===== src/rtl/arb_rr_hold.sv =====
// Round-robin arbiter with per-owner hold limit; registered grant, 1-cycle req-to-gnt latency.
// Optional ARB_LOCK_EN macro adds a lock input that lets the owner keep its grant past MAX_HOLD.
module arb_rr_hold #(
  parameter int NUM_REQ  = 4,
  parameter int MAX_HOLD = 8
) (
  input  logic                       clock,
  input  logic                       reset,
  input  logic [NUM_REQ-1:0]         req,
`ifdef ARB_LOCK_EN
  input  logic                       lock,
`endif
  output logic [NUM_REQ-1:0]         gnt,
  output logic                       gnt_valid,
  output logic [$clog2(NUM_REQ)-1:0] gnt_id
);

  localparam int IDW = $clog2(NUM_REQ);
  localparam logic [7:0] HOLD_LAST = 8'(MAX_HOLD - 1);

  typedef enum logic {IDLE = 1'b0, GRANT = 1'b1} state_t;

  state_t             state_q, state_d;
  logic [IDW-1:0]     ptr_q, ptr_d;
  logic [IDW-1:0]     id_d;
  logic [7:0]         hold_q, hold_d;
  logic [NUM_REQ-1:0] gnt_d;
  logic               gnt_valid_d;
  logic [IDW-1:0]     gnt_id_d;

  logic               lock_act;
  logic [NUM_REQ-1:0] owner_mask;
  logic [NUM_REQ-1:0] others;
  logic               others_pend;
  logic               owner_req;
  logic [IDW-1:0]     owner_inc;

`ifdef ARB_LOCK_EN
  assign lock_act = lock;
`else
  assign lock_act = 1'b0;
`endif

  // First asserted bit at or after start, wrapping modulo NUM_REQ.
  function automatic logic [IDW-1:0] rr_pick(input logic [NUM_REQ-1:0] r,
                                             input logic [IDW-1:0]     start);
    logic [IDW-1:0] win;
    logic           found;
    int             idx;
    win   = '0;
    found = 1'b0;
    for (int k = 0; k < NUM_REQ; k++) begin
      idx = (int'(start) + k) % NUM_REQ;
      if (!found && r[idx]) begin
        win   = IDW'(idx);
        found = 1'b1;
      end
    end
    return win;
  endfunction

  assign owner_mask  = {{(NUM_REQ-1){1'b0}}, 1'b1} << gnt_id;
  assign others      = req & ~owner_mask;
  assign others_pend = |others;
  assign owner_req   = |(req & owner_mask);
  assign owner_inc   = (gnt_id == IDW'(NUM_REQ - 1)) ? '0 : gnt_id + 1'b1;

  always_ff @(posedge clock or posedge reset) begin
    if (reset) begin
      state_q   <= IDLE;
      ptr_q     <= '0;
      hold_q    <= '0;
      gnt       <= '0;
      gnt_valid <= 1'b0;
      gnt_id    <= '0;
    end else begin
      state_q   <= state_d;
      ptr_q     <= ptr_d;
      hold_q    <= hold_d;
      gnt       <= gnt_d;
      gnt_valid <= gnt_valid_d;
      gnt_id    <= gnt_id_d;
    end
  end

  // The owner sits last in a search from owner+1, so preemption never re-picks it.
  always_comb begin
    state_d = state_q;
    id_d    = gnt_id;
    ptr_d   = ptr_q;
    hold_d  = hold_q;
    case (state_q)
      IDLE: begin
        if (|req) begin
          state_d = GRANT;
          id_d    = rr_pick(req, ptr_q);
          hold_d  = '0;
        end
      end
      GRANT: begin
        if (owner_req) begin
          if (others_pend && (hold_q == HOLD_LAST) && !lock_act) begin
            id_d   = rr_pick(others, owner_inc);
            ptr_d  = owner_inc;
            hold_d = '0;
          end else if (!lock_act && (hold_q != HOLD_LAST)) begin
            hold_d = hold_q + 8'd1;
          end
        end else if (others_pend) begin
          id_d   = rr_pick(others, owner_inc);
          ptr_d  = owner_inc;
          hold_d = '0;
        end else begin
          state_d = IDLE;
          ptr_d   = owner_inc;
          hold_d  = '0;
        end
      end
      default: begin
        state_d = IDLE;
      end
    endcase
  end

  always_comb begin
    gnt_d       = '0;
    gnt_valid_d = 1'b0;
    gnt_id_d    = '0;
    if (state_d == GRANT) begin
      gnt_d       = {{(NUM_REQ-1){1'b0}}, 1'b1} << id_d;
      gnt_valid_d = 1'b1;
      gnt_id_d    = id_d;
    end
  end

endmodule


===== config.mk =====
export PLATFORM = sky130hd
export DESIGN_NAME = arb_rr_hold
export DESIGN_NICKNAME = d
export VERILOG_FILES = /design/src/rtl/arb_rr_hold.sv
export SDC_FILE = /design/constraint.sdc
export NUM_CORES = 1
export LEC_CHECK = 0
export ABC_AREA = 1
export BUFFER_PORTS_ARGS = -buffer_cell sky130_fd_sc_hd__buf_2
export CORE_ASPECT_RATIO = 0.75
export CORE_UTILIZATION = 50
export CTS_BUF_LIST = sky130_fd_sc_hd__clkbuf_2
export DETAILED_ROUTE_END_ITERATION = 6
export GPL_ROUTABILITY_DRIVEN = 0
export GPL_TIMING_DRIVEN = 0
export PLACE_DENSITY = 0.69
export REMOVE_ABC_BUFFERS = 1
export SLEW_MARGIN = 10
export SYNTH_ARGS = -nofsm -noshare
export SYNTH_HDL_FRONTEND = slang
export SYNTH_SLANG_ARGS = --single-unit

===== constraint.sdc =====
create_clock -name clock -period 2.45 [get_ports clock]
set_clock_uncertainty 0.1 [all_clocks]
set_input_delay 0.3675 -clock clock [delete_from_list [all_inputs] [get_ports clock]]
set_output_delay 0.3675 -clock clock [all_outputs]
set_load 0.005 [all_outputs]

# [Yosys cells after proc, flatten, opt, wreduce, memory -nomap -nowiden]
# Index checks and enable logic that the tools add are counted.
[op_classes] addsub=8 n_lt_le_gt_ge=8 eq_ne=6 shifts=2 mux=85 bitwise_logic=10 reduce_logical=30
[ops] op="$mux 1" n=50
[ops] op="$mux 2" n=19
[ops] op="$mux 8" n=4
[ops] op="$lt 3x4->1 const B" n=6
[ops] op="$bmux 1 s2" n=8
[ops] op="$pmux 8 s2" n=1
[ops] op="$reduce_or 2->1" n=6
[ops] op="$reduce_or 4->1" n=3
[ops] op="$logic_and 1x1->1" n=10
[ops] op="$logic_not 1->1" n=9
[ops] op="$add 2x2->2 const B" n=4
[ops] op="$add 8x1->8 const B" n=1
[ops] op="$and 4x4->4" n=2
[ops] op="$eq 8x3->1 const B" n=1
[ops] op="$ne 8x3->1 const B" n=1
[ops] op="$shl 1x2->4 const A" n=2
[ops] op="$add 2x1->2 const B" n=3
[ops] op="$and 1x1->1 const A" n=6
[ops] op="$lt 2x3->1 const B" n=2
[ops] op="$mux 4" n=1
[ops] op="$ne 4x2->1 const B" n=1
[ops] op="$not 4->4" n=1
[ops] op="$pmux 2 s2" n=1
[ops] op="$reduce_and 2->1" n=2
[ops] op="5 further kinds" n=5
[word_totals] ff_bits=18 input_bits=6 output_inout_bits=7 wordCells=155

# [Longest topological paths before layout]
# Gate-level depths: netlist of the first run.
[logic_depth] word_depth=29 depth_mapped=17 depth_no_buf=17

# [Worst setup path before layout of the first run]
# No wires, ideal clock.
[synth_timing] path_type="register -> register" startpoint="reg gnt_id[0]" endpoint="reg gnt[1]" setup_ps=118 arrival_time_ps=1881 required_time_ps=2232 path_slack_ps=352 stages_incl_launch_ff=16 n_path_buf=0 period_less_slack_ps=2098 path_cell_list="dfrtp_1 inv_2 ha_1 inv_1 o21ai_0 nand2_2 nand2_1 nand2_1 nor2_1 nand3_1 nand2_1 nand2_1 nand2_1 nand2_1 nand2_1 nor2_1"
[synth_via] word_cells_on_any_way=76 cone_classes="add/sub: 4; eq/ne: 1; shift: 2; mux: 51; bitwise: 3; reduce/logical: 15"
[synth_lines] element="from (decl)" line_no="15" text="output logic [$clog2(NUM_REQ)-1:0] gnt_id"
[synth_lines] element="from (signal assigned)" line_no="82" text="gnt_id <= gnt_id_d;"
[synth_lines] element="$add 2x1->2 or $eq 2x2->1 (tied branches)" line_no="66" text="assign owner_inc = (gnt_id == IDW'(NUM_REQ - 1)) ? '0 : gnt_id + 1'b1;"
[synth_lines] element="$mux 2 *" line_no="66"
[synth_lines] element="net owner_inc[1]" line_no="36" text="logic [IDW-1:0] owner_inc;"
[synth_lines] element="$bmux 1 s2" line_no="54" text="if (!found && r[idx]) begin"
[synth_lines] element="$mux 1 (implied by the code)" line_no="54"
[synth_lines] element="$mux 1" line_no="54"
[synth_lines] element="$mux 1, on equally long branches" line_no="109, 102"
[synth_lines] element="$mux 1" line_no="101" text="if (owner_req) begin"
[synth_lines] element="(+14 left out)"
[synth_lines] element="$logic_and 1x1->1" line_no="54"
[synth_lines] element="$mux 2" line_no="54"
[synth_lines] element="$mux 2, on equally long branches" line_no="109, 102"
[synth_lines] element="$mux 2 *" line_no="101"
[synth_lines] element="$pmux 2 s2 *" line_no="92" text="case (state_q)"
[synth_lines] element="$shl 1x2->4 *" line_no="130" text="gnt_d = {{(NUM_REQ-1){1'b0}}, 1'b1} << id_d;"
[synth_lines] element="$mux 4 *" line_no="129" text="if (state_d == GRANT) begin"
[synth_lines] element="net gnt_d[1]" line_no="27" text="logic [NUM_REQ-1:0] gnt_d;"
[synth_lines] element="to (signal assigned)" line_no="80" text="gnt <= gnt_d;"
[synth_lines] element="to (decl)" line_no="13" text="output logic [NUM_REQ-1:0] gnt,"
# Mark *: on every way through the listed nets, which the timed path passes. The rest lies on a longest branch. The select of a mux whose other input is x is not followed.
# A chain may end at the register's enable or synchronous reset.

# [Worst setup path after layout of the first run]
[layout_timing] startpoint="reg gnt_id[0]" endpoint="reg gnt[1]"
[layout_via] elab_chain_len=29 word_cells_on_any_way=76 cone_classes="add/sub: 4; eq/ne: 1; shift: 2; mux: 51; bitwise: 3; reduce/logical: 15"
[layout_lines] element="branches (longest 28 deep; another with $add 2x1->2)"
[layout_lines] element="$mux 4 *" line_no="129"
[layout_lines] element="net gnt_d[1]" line_no="27"
# Mark *: on every way through the listed nets, which the timed path passes. The select of a mux whose other input is x is not followed.

==> results.txt, run 1 <==
In this run the count of I/O pins placed on the die edge is 13. The switching power total came out at 1.21 mW. The logs give 427 sq um for the area of all sequential standard cells and 0 for the residual overflow from global routing.

After layout, the minimum clock period comes to 2.30 ns. The run gives 0 as the DRC violations left. The number of endpoints with negative hold slack in the final report is 0, and the antenna cell count is 0. Ranked by total cell area, the synthesized netlist is headed by sky130_fd_sc_hd__dfrtp_1 (31%), sky130_fd_sc_hd__nand2_1 (25%), sky130_fd_sc_hd__inv_1 (6.8%), sky130_fd_sc_hd__nand3_1 (6.1%), sky130_fd_sc_hd__o21ai_0 (5.0%). The final-layout setup total negative slack came out at 0 ns.

For the first-iteration detailed-routing DRC count, the log shows 109. Setup repair after global routing left no endpoint under its margin. The fraction of the yosys area taken by sequential cells came out at 0.306. Counting the buffers created by CTS gives 3.

For this run, the slowest stage of the critical path takes 0.49 ns. Power density of the placed cells: 1390 nW/um^2. The share of total power in the clock network was 0.060; the count of pins over their slew limit was 0.

Relative to the synthesized area, the layout overhead comes to 11.3%. Setup violations remaining at the end of the flow were counted as 0. For the detailed-route via count, the log shows 1450. The number of antenna violations at the first check in global routing came out at 0. The run gives 1 as the number of H-tree levels.

The clock root buffer master was sky130_fd_sc_hd__clkbuf_2. Proportion of register bits with asynchronous set or reset after synthesis: 1.00. On the critical path, the stage with the largest delay is an instance of sky130_fd_sc_hd__dfrtp_2. The die span in y is 47.7 um. The internal portion of the total power is 0.944 mW. The post-synthesis instance area came out at 1390 sq um. TritonCTS built the clock tree.

The critical path goes through buf_4 > ha_1 > nand2_1 > nand4_1 > nor2_2 > inv_2 > o21ai_0 > nand3b_1 > nand2_1 > nand2_1 > nor2_1. The headroom to the max-slew limit is 0.569, and the mean number of vias per cell is 5.20. The number of cell rows is 16, and the largest net degree at the start of global routing is 18. Counting every instance in the synthesized netlist gives 225. The post-route antenna net violation count is 0, and the placeable core region is 2620 sq um. Die boundary width: 62.9 um.

The clock network latency to the later pin of the worst-skew pair was 0.30 ns; the post-detailed-route wirelength per cell was 11.9 um. For the pin with the worst max-slew slack, the measured transition is 0.645 ns. The share of power burned in registers came out at 0.216.

The critical path is of the reg -> reg type. The share of cells above drive strength 1 was 0.148; the highest clock frequency the design can meet was 434 MHz. The logs give 0.530 for the initial core utilization and 2.42 ns for the signal arrival time at the worst endpoint. The synthesized netlist contains 24 unique library cells.

The first global-routing pass estimated 5260 um of wire. For this design, the CTS-stage hold fixing added 0 buffers. The pre-antenna-repair detailed-routing pass consisted of 4 iterations. The tools report the startpoint type of the worst setup path as a flip-flop.

The number of buffers added on ports was 12; the fraction of power spent switching nets was 0.561. Overall routed net length: 3310 um. The tools report the highest ir drop seen on vdd as 726 uV. The tightest min-delay check is of the in -> async type. Total number of nets in the final design: 255. The period utilization is 0.940, and the number of flops mapped to enable cells by yosys is 0.

Data required time of the critical path: 2.56 ns. The setup check on the worst reg-to-reg path leaves a slack of 0.15 ns. The footprint of the multi-input gates came out at 857 sq um.

The clock-pin transition on the worst setup and hold timing paths was 0.17 ns. The clock net in this run drives a total of 17 sinks. The via count of the first global-routing pass was 1229; the combined global-route utilization of all metal layers was 0.228. Summed over all instances, the cell type with the most area after synthesis is sky130_fd_sc_hd__dfrtp_1.

The run gives 3000 sq um as the die area. The worst setup path is captured at a flip-flop. The per-instance average area after synthesis came out at 6.18 sq um. By instance count, the cell type seen most on the critical path is sky130_fd_sc_hd__nand2_1.

The tools report the proportion of power drawn by combinational gates as 0.724. The tool flagged a number of max-cap violations equal to 0. The proportion of netlist area held by the largest area contributor came out at 0.306.

After filler insertion, the fill cell instance count of the layout stands at 261. The total of flip-flops plus latches after synthesis was 17; the cell area reported after detailed placement was 1490 sq um. After layout, the design draws a total of 2.15 mW. The run finished with clean final reports.

The HPWL after detailed placement is 2670 um. The synthesis warning total was 0. Along the worst path, the maximum fanout reaches 7. In the synthesized netlist the dominant register cell turns out to be sky130_fd_sc_hd__dfrtp_1. Summing all non-filler instances in the final layout gives an area of 1550 sq um. For the leakage power total, the log shows 0.854 nW. No sink is reached through more buffers than the 2 on the longest clock path.
## Yosys cell counts (2+ instances only)
| cell | count |
|---|---|
| sky130_fd_sc_hd__a21oi_1 | 2 |
| sky130_fd_sc_hd__dfrtp_1 | 17 |
| sky130_fd_sc_hd__ha_1 | 5 |
| sky130_fd_sc_hd__inv_1 | 25 |
| sky130_fd_sc_hd__inv_2 | 5 |
| sky130_fd_sc_hd__nand2_1 | 92 |
| sky130_fd_sc_hd__nand2_2 | 3 |
| sky130_fd_sc_hd__nand3_1 | 17 |
| sky130_fd_sc_hd__nand4_1 | 8 |
| sky130_fd_sc_hd__nor2_1 | 18 |
| sky130_fd_sc_hd__nor2_2 | 3 |
| sky130_fd_sc_hd__nor3_1 | 3 |
| sky130_fd_sc_hd__o21ai_0 | 14 |
| sky130_fd_sc_hd__xor2_1 | 3 |
## critical path: cells and delay by family (launching register included)
family | cells | cell delay (ns)
AO/OA/AOI/OAI | 1 | 0.16
adder cells (fa/ha/maj) | 1 | 0.22
buffers and inverters | 2 | 0.25
flip-flops | 1 | 0.49
AND/OR/NAND/NOR | 7 | 1.00
## final timing paths
check,from,to,depth (start not counted)
max,gnt_id[0],gnt[1],11
min,reset,gnt[1],2
max reg2reg,gnt_id[0],gnt[1],11
min reg2reg,hold_q[1],hold_q[1],2
max in group asynchronous,reset,gnt_id[0],2
min in group clock,hold_q[1],hold_q[1],2
## logic make-up after synthesis
group	share of synthesized area
AND/OR/NAND/NOR	0.449
XOR/XNOR	0.0306
buffers and inverters	0.0864
flip-flops	0.306
AO/OA/AOI/OAI	0.0828
adder cells (fa/ha/maj)	0.0450
## layer usage
metal,track usage,vias to the layer above,part of all wire
li1,-,748,-
met3,0.0500,2,0.056
met4,0.0140,0,0.0018
met5,0,-,0
met1,0.317,655,0.50
met2,0.387,45,0.44
## registers in the layout, indices dropped and copies added (netlist names)
| signal | flops |
|---|---|
| ptr_q | 2 |
| hold_q | 8 |
| gnt_id | 2 |
| gnt | 4 |
| gnt_valid | 1 |
## what timing repair did
item	4_1_cts	5_1_grt
buffers inserted	0	3
hold endpoints to repair	0	0
resized for setup	0	2
endpoints found under the setup margin	0	11
## layout by cell type, fill, tap and decap left out, types with 2 or more instances in the layout
cell	n
sky130_fd_sc_hd__nand2_1	92
sky130_fd_sc_hd__inv_1	25
sky130_fd_sc_hd__nor2_1	18
sky130_fd_sc_hd__nand3_1	17
sky130_fd_sc_hd__dfrtp_1	16
sky130_fd_sc_hd__o21ai_0	14
sky130_fd_sc_hd__buf_2	12
sky130_fd_sc_hd__nand4_1	8
sky130_fd_sc_hd__inv_2	5
sky130_fd_sc_hd__ha_1	4
sky130_fd_sc_hd__nor3_1	3
sky130_fd_sc_hd__nor2_2	3
sky130_fd_sc_hd__xor2_1	3
sky130_fd_sc_hd__nand2_2	3
sky130_fd_sc_hd__clkbuf_2	3
sky130_fd_sc_hd__buf_4	3
sky130_fd_sc_hd__a21oi_1	2
## cell type report
cell class	count	area share
Clock inverter	1	0.00485
Sequential cell	17	0.276
Inverter	30	0.0728
Timing Repair Buffer	15	0.0534
Multi-Input combinational cell	177	0.554
Tap cell	36	0.0291
Clock buffer	3	0.00971
## power by group through the flow
stage               logic (mW)  clock network (mW)  registers [mW]
detailed placement        1.47                   0           0.477
finish                    1.56               0.129           0.463
floorplan                 1.13                   0           0.464
global route              1.80               0.144           0.476
global placement          1.42                   0           0.475
CTS                       1.47               0.132           0.472
## through the flow
stage | hold slack, ns | worst slack (ns) | cells | utilization
after floorplan | 0.194 | 0.352 | 224 | -
after global placement | 0.372 | 0.0938 | 272 | 0.567
after detailed placement | 0.381 | 0.0928 | 272 | 0.567
after CTS | 0.0225 | 0.0545 | 276 | 0.576
after global routing | 0.0478 | 0.00531 | 279 | 0.590
final | 0.0171 | 0.147 | 279 | 0.590
Power figures use the tool's default switching activity.
==> run 2, diff against run 1 <==
--- a/config.mk
+++ b/config.mk
@@ -14,6 +14,7 @@
 export GPL_ROUTABILITY_DRIVEN = 0
 export GPL_TIMING_DRIVEN = 0
 export PLACE_DENSITY = 0.69
+export RECOVER_POWER = 100
 export REMOVE_ABC_BUFFERS = 1
 export SLEW_MARGIN = 10
 export SYNTH_ARGS = -nofsm -noshare
==> run 2 against run 1 <==
Sequential power hardly changed. Die area did not move. Critical path type unchanged. Worst hold slack worse by 0.011 ns. Count of clock-buffer cells in the layout stayed put. Power shrank 0.36%. Setup slack better by 0.019 ns. Largest power group unchanged. Highest routed layer is now met3. Maximum frequency increased by 0.84%. Sequential share of layout area increased by 0.067 points. Non-clock buffer count did not move. Final cell count stayed put.
==> results.txt, run 2 (same netlist as run 1, synthesis figures left out) <==
After detailed routing, the average wire length per cell comes to 11.8 um. Setup repair after global routing left no endpoint under its margin. The die area was 3000 sq um. Critical setup path kind: reg -> reg.

At the worst endpoint, the arrival time is 2.40 ns. The first global-routing pass estimated 5260 um of wire. Dividing total power by cell area gives a power density of 1390 nW/um^2. In this run the static leakage power is 0.843 nW. Along the worst path, the maximum fanout reaches 7. The signed area change from the synthesized netlist to the final layout is 11.0%, and the CTS sink count is 17. For the final-layout setup total negative slack, the log shows 0 ns. The run gives 0.579 as the headroom to the max-slew limit. VDD sags by at most 726 uV. The fraction of power spent switching nets was 0.562; the post-route antenna net violation count was 0. The tools report the residual overflow from global routing as 0. The tools report the number of cell rows as 16. The post-route core utilization is 0.588.

The most common cell after layout, fill and taps aside was sky130_fd_sc_hd__nand2_1. The run gives 0 as the number of max-capacitance violations reported. Setup violations remaining at the end of the flow were counted as 0. In this run, placement finished with an instance count of 272.

The routed layout has 1438 vias. The flow ran to the end, and the final reports show no timing, DRC or antenna violations. The share of cells above drive strength 1 was 0.136.

STA classifies the critical path startpoint as a flip-flop. After clock tree synthesis, the flow added hold-fix buffers numbering 0. The number of placed I/O pins was 13; the count of pins over their slew limit was 0. The run gives 0.938 mW as the cell-internal power.

The die boundary width works out to 62.9 um. In this run the clock root is driven by a sky130_fd_sc_hd__clkbuf_2. The number of endpoints with negative hold slack in the final report was 0; the maximum buffer depth of the clock tree was 2.

Summing all multi-input logic gate instances after layout gives 857 sq um. The worst path needs 2.28 ns of the cycle, external delays included. Via count of the first global-routing pass: 1229. TritonCTS built the clock tree. In the layout the commonest cells are sky130_fd_sc_hd__nand2_1 (92), sky130_fd_sc_hd__inv_1 (25), sky130_fd_sc_hd__nor2_1 (18).

The logs give 0.00645 ns for the worst hold slack across all endpoints and 0 for the DRC violations left. The register with the most flip-flops in the final layout is hold_q. The final layout contains 255 nets. The number of buffers added on ports was 12; the measured slew at the worst slew-check pin was 0.631 ns. Total power for the finished layout comes to 2.14 mW. Clock-pin slew was measured on the worst setup and hold paths at 0.18 ns.

The register with the most flip-flops in the layout has 8 of them. The tools report the data required time of the critical path as 2.57 ns. The first routing iteration left 110 violations. The highest clock frequency the design can meet is 438 MHz. For the worst-skew pair, the clock arrives at the later sink with an insertion delay of 0.30 ns.

The proportion of power drawn by combinational gates is 0.723, and the share of total power in the clock network is 0.061. The die is 47.7 um tall. The analysis attributes to net switching a power of 1.20 mW. The number of H-tree levels was 1.

The type of destination of the critical path is a flip-flop. The total iterations of the first detailed-routing run was 4. The repair_antennas step left the layout with diodes totalling 0. Detailed placement finished with a half-perimeter wire length of 2670 um.

The period utilization is 0.932, and the combined global-route utilization of all metal layers is 0.228. The run gives 18 as the largest net degree at the start of global routing. The CTS buffer count is 3. The share of power burned in registers is 0.216, and the number of antenna violations at the first check in global routing is 0. In the routed layout, each cell is associated on average with a via count of 5.15. The total area inside the core boundary comes to 2620 sq um.

The largest registers in the layout are hold_q x8, gnt x4. The finished layout holds 279 standard cells, fillers aside. For the initial core utilization, the log shows 0.530. Type of the worst min-delay path: in -> async.

The filler cells instantiated in the layout total 263. The logs give 427 sq um for the area of all sequential standard cells and 3290 um for the overall routed net length.
run 2: worst paths after layout:
path	from	endpoint	slack, ns	cells past startpoint
worst min-delay path	reset	gnt[0]	0.006	2
worst max register to register	gnt_id[0]	gnt[1]	0.17	11
max in group asynchronous	reset	gnt_id[0]	1.81	2
worst max-delay path	gnt_id[0]	gnt[1]	0.17	11
min in group clock	hold_q[1]	hold_q[1]	0.46	2
worst min register to register	hold_q[1]	hold_q[1]	0.46	2
run 2: metal layers:
layer	vias to the layer above	track usage	wire length (um)
met5	-	0	0
met4	0	0.0140	0
met3	0	0.0500	212
met2	44	0.387	1450
met1	646	0.317	1620
li1	748	-	-
run 2: final cells by class:
class	count	area share
Clock buffer	3	0.00973
Clock inverter	1	0.00487
Multi-Input combinational cell	177	0.556
Inverter	30	0.0730
Sequential cell	17	0.277
Timing Repair Buffer	15	0.0511
Tap cell	36	0.0292
run 2: power by group through the flow:
stage / Sequential, mW / Clock [mW] / Combinational, mW
after floorplan: 0.464 / 0 / 1.13
after global placement: 0.475 / 0 / 1.42
after detailed placement: 0.477 / 0 / 1.47
after CTS: 0.472 / 0.132 / 1.47
after global routing: 0.477 / 0.144 / 1.79
final: 0.463 / 0.130 / 1.55
run 2: timing repair:
item | CTS | global route
resized for setup | 0 | 2
endpoints found under the setup margin | 0 | 11
buffers inserted | 0 | 3
endpoints found under the hold margin | 0 | 0
run 2: worst max-delay path: stages (launching register included):
cell and delay [ns]:
sky130_fd_sc_hd__dfrtp_2 0.49, sky130_fd_sc_hd__buf_4 0.16, sky130_fd_sc_hd__ha_1 0.22, sky130_fd_sc_hd__nand2_1 0.08, sky130_fd_sc_hd__nand4_1 0.24, sky130_fd_sc_hd__nor2_2 0.26
sky130_fd_sc_hd__inv_2 0.09, sky130_fd_sc_hd__o21ai_0 0.15, sky130_fd_sc_hd__nand3b_1 0.19, sky130_fd_sc_hd__nand2_1 0.08, sky130_fd_sc_hd__nand2_1 0.08, sky130_fd_sc_hd__nor2_1 0.05
run 2: through the flow:
stage / setup slack, ns / cell area [sq um]
floorplan: 0.352 / 1380
global placement: 0.0938 / 1490
detailed placement: 0.0928 / 1490
CTS: 0.0545 / 1510
global route: 0.00531 / 1540
finish: 0.167 / 1540
==> run 3, diff against run 2 <==
--- a/config.mk
+++ b/config.mk
@@ -8,12 +8,11 @@
 export ABC_AREA = 1
 export BUFFER_PORTS_ARGS = -buffer_cell sky130_fd_sc_hd__buf_2
 export CORE_ASPECT_RATIO = 0.75
-export CORE_UTILIZATION = 50
+export CORE_UTILIZATION = 35
 export CTS_BUF_LIST = sky130_fd_sc_hd__clkbuf_2
 export DETAILED_ROUTE_END_ITERATION = 6
 export GPL_ROUTABILITY_DRIVEN = 0
 export GPL_TIMING_DRIVEN = 0
-export PLACE_DENSITY = 0.69
 export RECOVER_POWER = 100
 export REMOVE_ABC_BUFFERS = 1
 export SLEW_MARGIN = 10
==> run 3 against run 2 <==
Routed wire length decreased by 3.2%. Sequential power about the same. Combinational power about the same. Critical path depth decreased by 1. Clock power about the same. First-iteration DRC count decreased by 12%. Utilization decreased by 17 points. Setup slack improved by 0.038 ns. Power about the same. Flip-flop and latch count unchanged.
==> results.txt, run 3 (same netlist as run 1, synthesis figures left out) <==
Of all nets on the critical path, the largest fanout is 6. The run finished with clean final reports. Entering global routing, the biggest net connects 18 pins.

The final-layout setup total negative slack is 0 ns. For this design the top-level I/O count stands at 13. The tools report the clock root buffer master as sky130_fd_sc_hd__clkbuf_2. Die boundary width: 74.8 um. The clock passes through at most 2 buffers. The later pin in the worst-skew pair is clocked with a latency of 0.31 ns. The number of endpoints with negative hold slack in the final report was 0.

Across all register-to-register paths, the minimum setup slack is 0.20 ns. The post-route core utilization came out at 0.418. The number of H-tree levels was 1; the total half-perimeter wirelength after legalization and detailed placement was 2430 um.

The share of cells above drive strength 1 is 0.135. The residual overflow from global routing was 0; the post-detailed-route wirelength per cell was 10.7 um. The combined global-route utilization of all metal layers is 0.166, and the total iterations of the first detailed-routing run is 4. At the worst endpoint, the arrival time is 2.39 ns.

Setup violations remaining at the end of the flow were counted as 0. The initial core utilization came out at 0.372. In this run, CTS created clock tree buffers numbering 3. At the pin with the least slew margin, the transition time is 0.647 ns. The headroom to the max-slew limit was 0.568. Setup repair after global routing left no endpoint under its margin. Most common cell after layout, fill and taps aside: sky130_fd_sc_hd__nand2_1.

Number of max-capacitance violations reported: 0. The first routing iteration left 97 violations. For the placed instance count, the log shows 288. Type of the worst min-delay path: in -> async. The run gives 0 as the post-route antenna net violation count. In this run the standard cell core region covers 3730 sq um. Leaving out fill and tap cells, the most frequent cells in the layout are sky130_fd_sc_hd__nand2_1 (92), sky130_fd_sc_hd__inv_1 (25), sky130_fd_sc_hd__nor2_1 (18). For the via count of the first global-routing pass, the log shows 1201. The tools report the DRC violations left as 0. The count of pins over their slew limit is 0, and the count of cells along the worst register-to-register path is 10. The largest registers in the layout are hold_q x8, gnt x4. Counting flops per register, the top entry is hold_q. The clock drives 17 sinks. The antenna cell count is 0, and the total number of nets in the final design is 256. The number of buffers added on ports is 12.

TritonCTS built the clock tree. The non-filler instance count after layout is 296. The clock-pin transition on the worst setup and hold timing paths is 0.18 ns. The period utilization came out at 0.916. The die span in y was 56.6 um.

Critical setup path kind: reg -> reg. The worst setup path is captured at a flip-flop. The highest clock frequency the design can meet was 445 MHz; the flip-flop count of the largest register after layout was 8.

The smallest clock period supported by the final layout is computed as 2.25 ns. The die area was 4230 sq um; the detailed-route via count was 1358. In this run the cell area measured after placement is 1510 sq um.

Across the VDD grid, the largest voltage drop is 390 uV. The number of antenna violations at the first check in global routing is 0, and the data required time of the critical path is 2.60 ns. Row generation in the floorplan step produced 19 rows. In the routed layout, each cell is associated on average with a via count of 4.59.

The analysis attributes to cell leakage a power of 0.845 nW. The first global-routing pass estimated 5350 um of wire. The power density of the placed cells works out to 1370 nW/um^2.

From synthesis to final layout, the design area changed by 12.3%. The final non-filler cell area is 1560 sq um. STA classifies the critical path startpoint as a flip-flop.

Overall power of the completed layout: 2.14 mW. For this design, the CTS-stage hold fixing added 0 buffers. The routed design has 3180 um of wire.
## run 3: changes by cell type in the layout (fill, tap and decap cells not counted)
cell | before | now
sky130_fd_sc_hd__buf_2 | 9 | 8
sky130_fd_sc_hd__clkbuf_1 | 3 | 5
sky130_fd_sc_hd__clkbuf_2 | 3 | 4
sky130_fd_sc_hd__clkbuf_4 | 1 | 0
sky130_fd_sc_hd__clkinv_2 | 0 | 1
sky130_fd_sc_hd__clkinvlp_4 | 1 | 0
sky130_fd_sc_hd__dfrtp_1 | 16 | 15
sky130_fd_sc_hd__dfrtp_2 | 1 | 2
## run 3: routing by layer
metal | vias up | wire (um) | GRT usage
met5 | - | 0 | 0
met1 | 585 | 1840 | 0.260
met2 | 19 | 1240 | 0.229
li1 | 752 | - | -
met4 | 0 | 15 | 0.0243
met3 | 2 | 85 | 0.0431
## run 3: per-stage QoR
| step | worst slack, ns | hold slack [ns] |
|---|---|---|
| 2_1_floorplan | 0.352 | 0.194 |
| 3_3_place_gp | 0.00445 | 0.384 |
| 3_5_place_dp | 0.0297 | 0.385 |
| 4_1_cts | 0.0945 | 0.0194 |
| 5_1_grt | 0.00953 | 0.0429 |
| 6_report | 0.205 | 0.00108 |
## run 3: critical path, cell delays in order (launching register included)
cell and delay (ns):
sky130_fd_sc_hd__dfrtp_2 0.47, sky130_fd_sc_hd__clkbuf_1 0.12, sky130_fd_sc_hd__ha_1 0.24, sky130_fd_sc_hd__nand2_1 0.09, sky130_fd_sc_hd__nand4_1 0.27, sky130_fd_sc_hd__nor2_2 0.26
sky130_fd_sc_hd__inv_2 0.08, sky130_fd_sc_hd__o21ai_0 0.13, sky130_fd_sc_hd__nand3b_1 0.17, sky130_fd_sc_hd__nand3_2 0.13, sky130_fd_sc_hd__nor2_1 0.10
## run 3: where the power goes
group | switching, mW | internal [mW] | leakage [nW] | total [mW]
combinational | 1.02 | 0.529 | 0.611 | 1.54
clock | 0.0953 | 0.0370 | 0.0164 | 0.132
sequential | 0.0948 | 0.371 | 0.217 | 0.466
## run 3: cell type report
type	count	area, sq um
Clock inverter	1	5.00
Sequential cell	17	428
Tap cell	52	65.1
Fill cell	416	2170
Timing Repair Buffer	16	78.8
Clock buffer	3	15.0
Multi-Input combinational cell	177	857
Inverter	30	113
## run 3: timing repair
action	in CTS	in global routing
setup buffers	0	4
gates resized for setup	1	3
setup endpoints to repair	1	7
pin swaps	0	0
## run 3: final timing paths
path	startpoint	end
max	gnt_id[1]	gnt[2]
min	reset	ptr_q[0]
max reg2reg	gnt_id[1]	gnt[2]
min reg2reg	hold_q[1]	hold_q[1]
max in group asynchronous	reset	gnt_id[0]
min in group clock	hold_q[1]	hold_q[1]
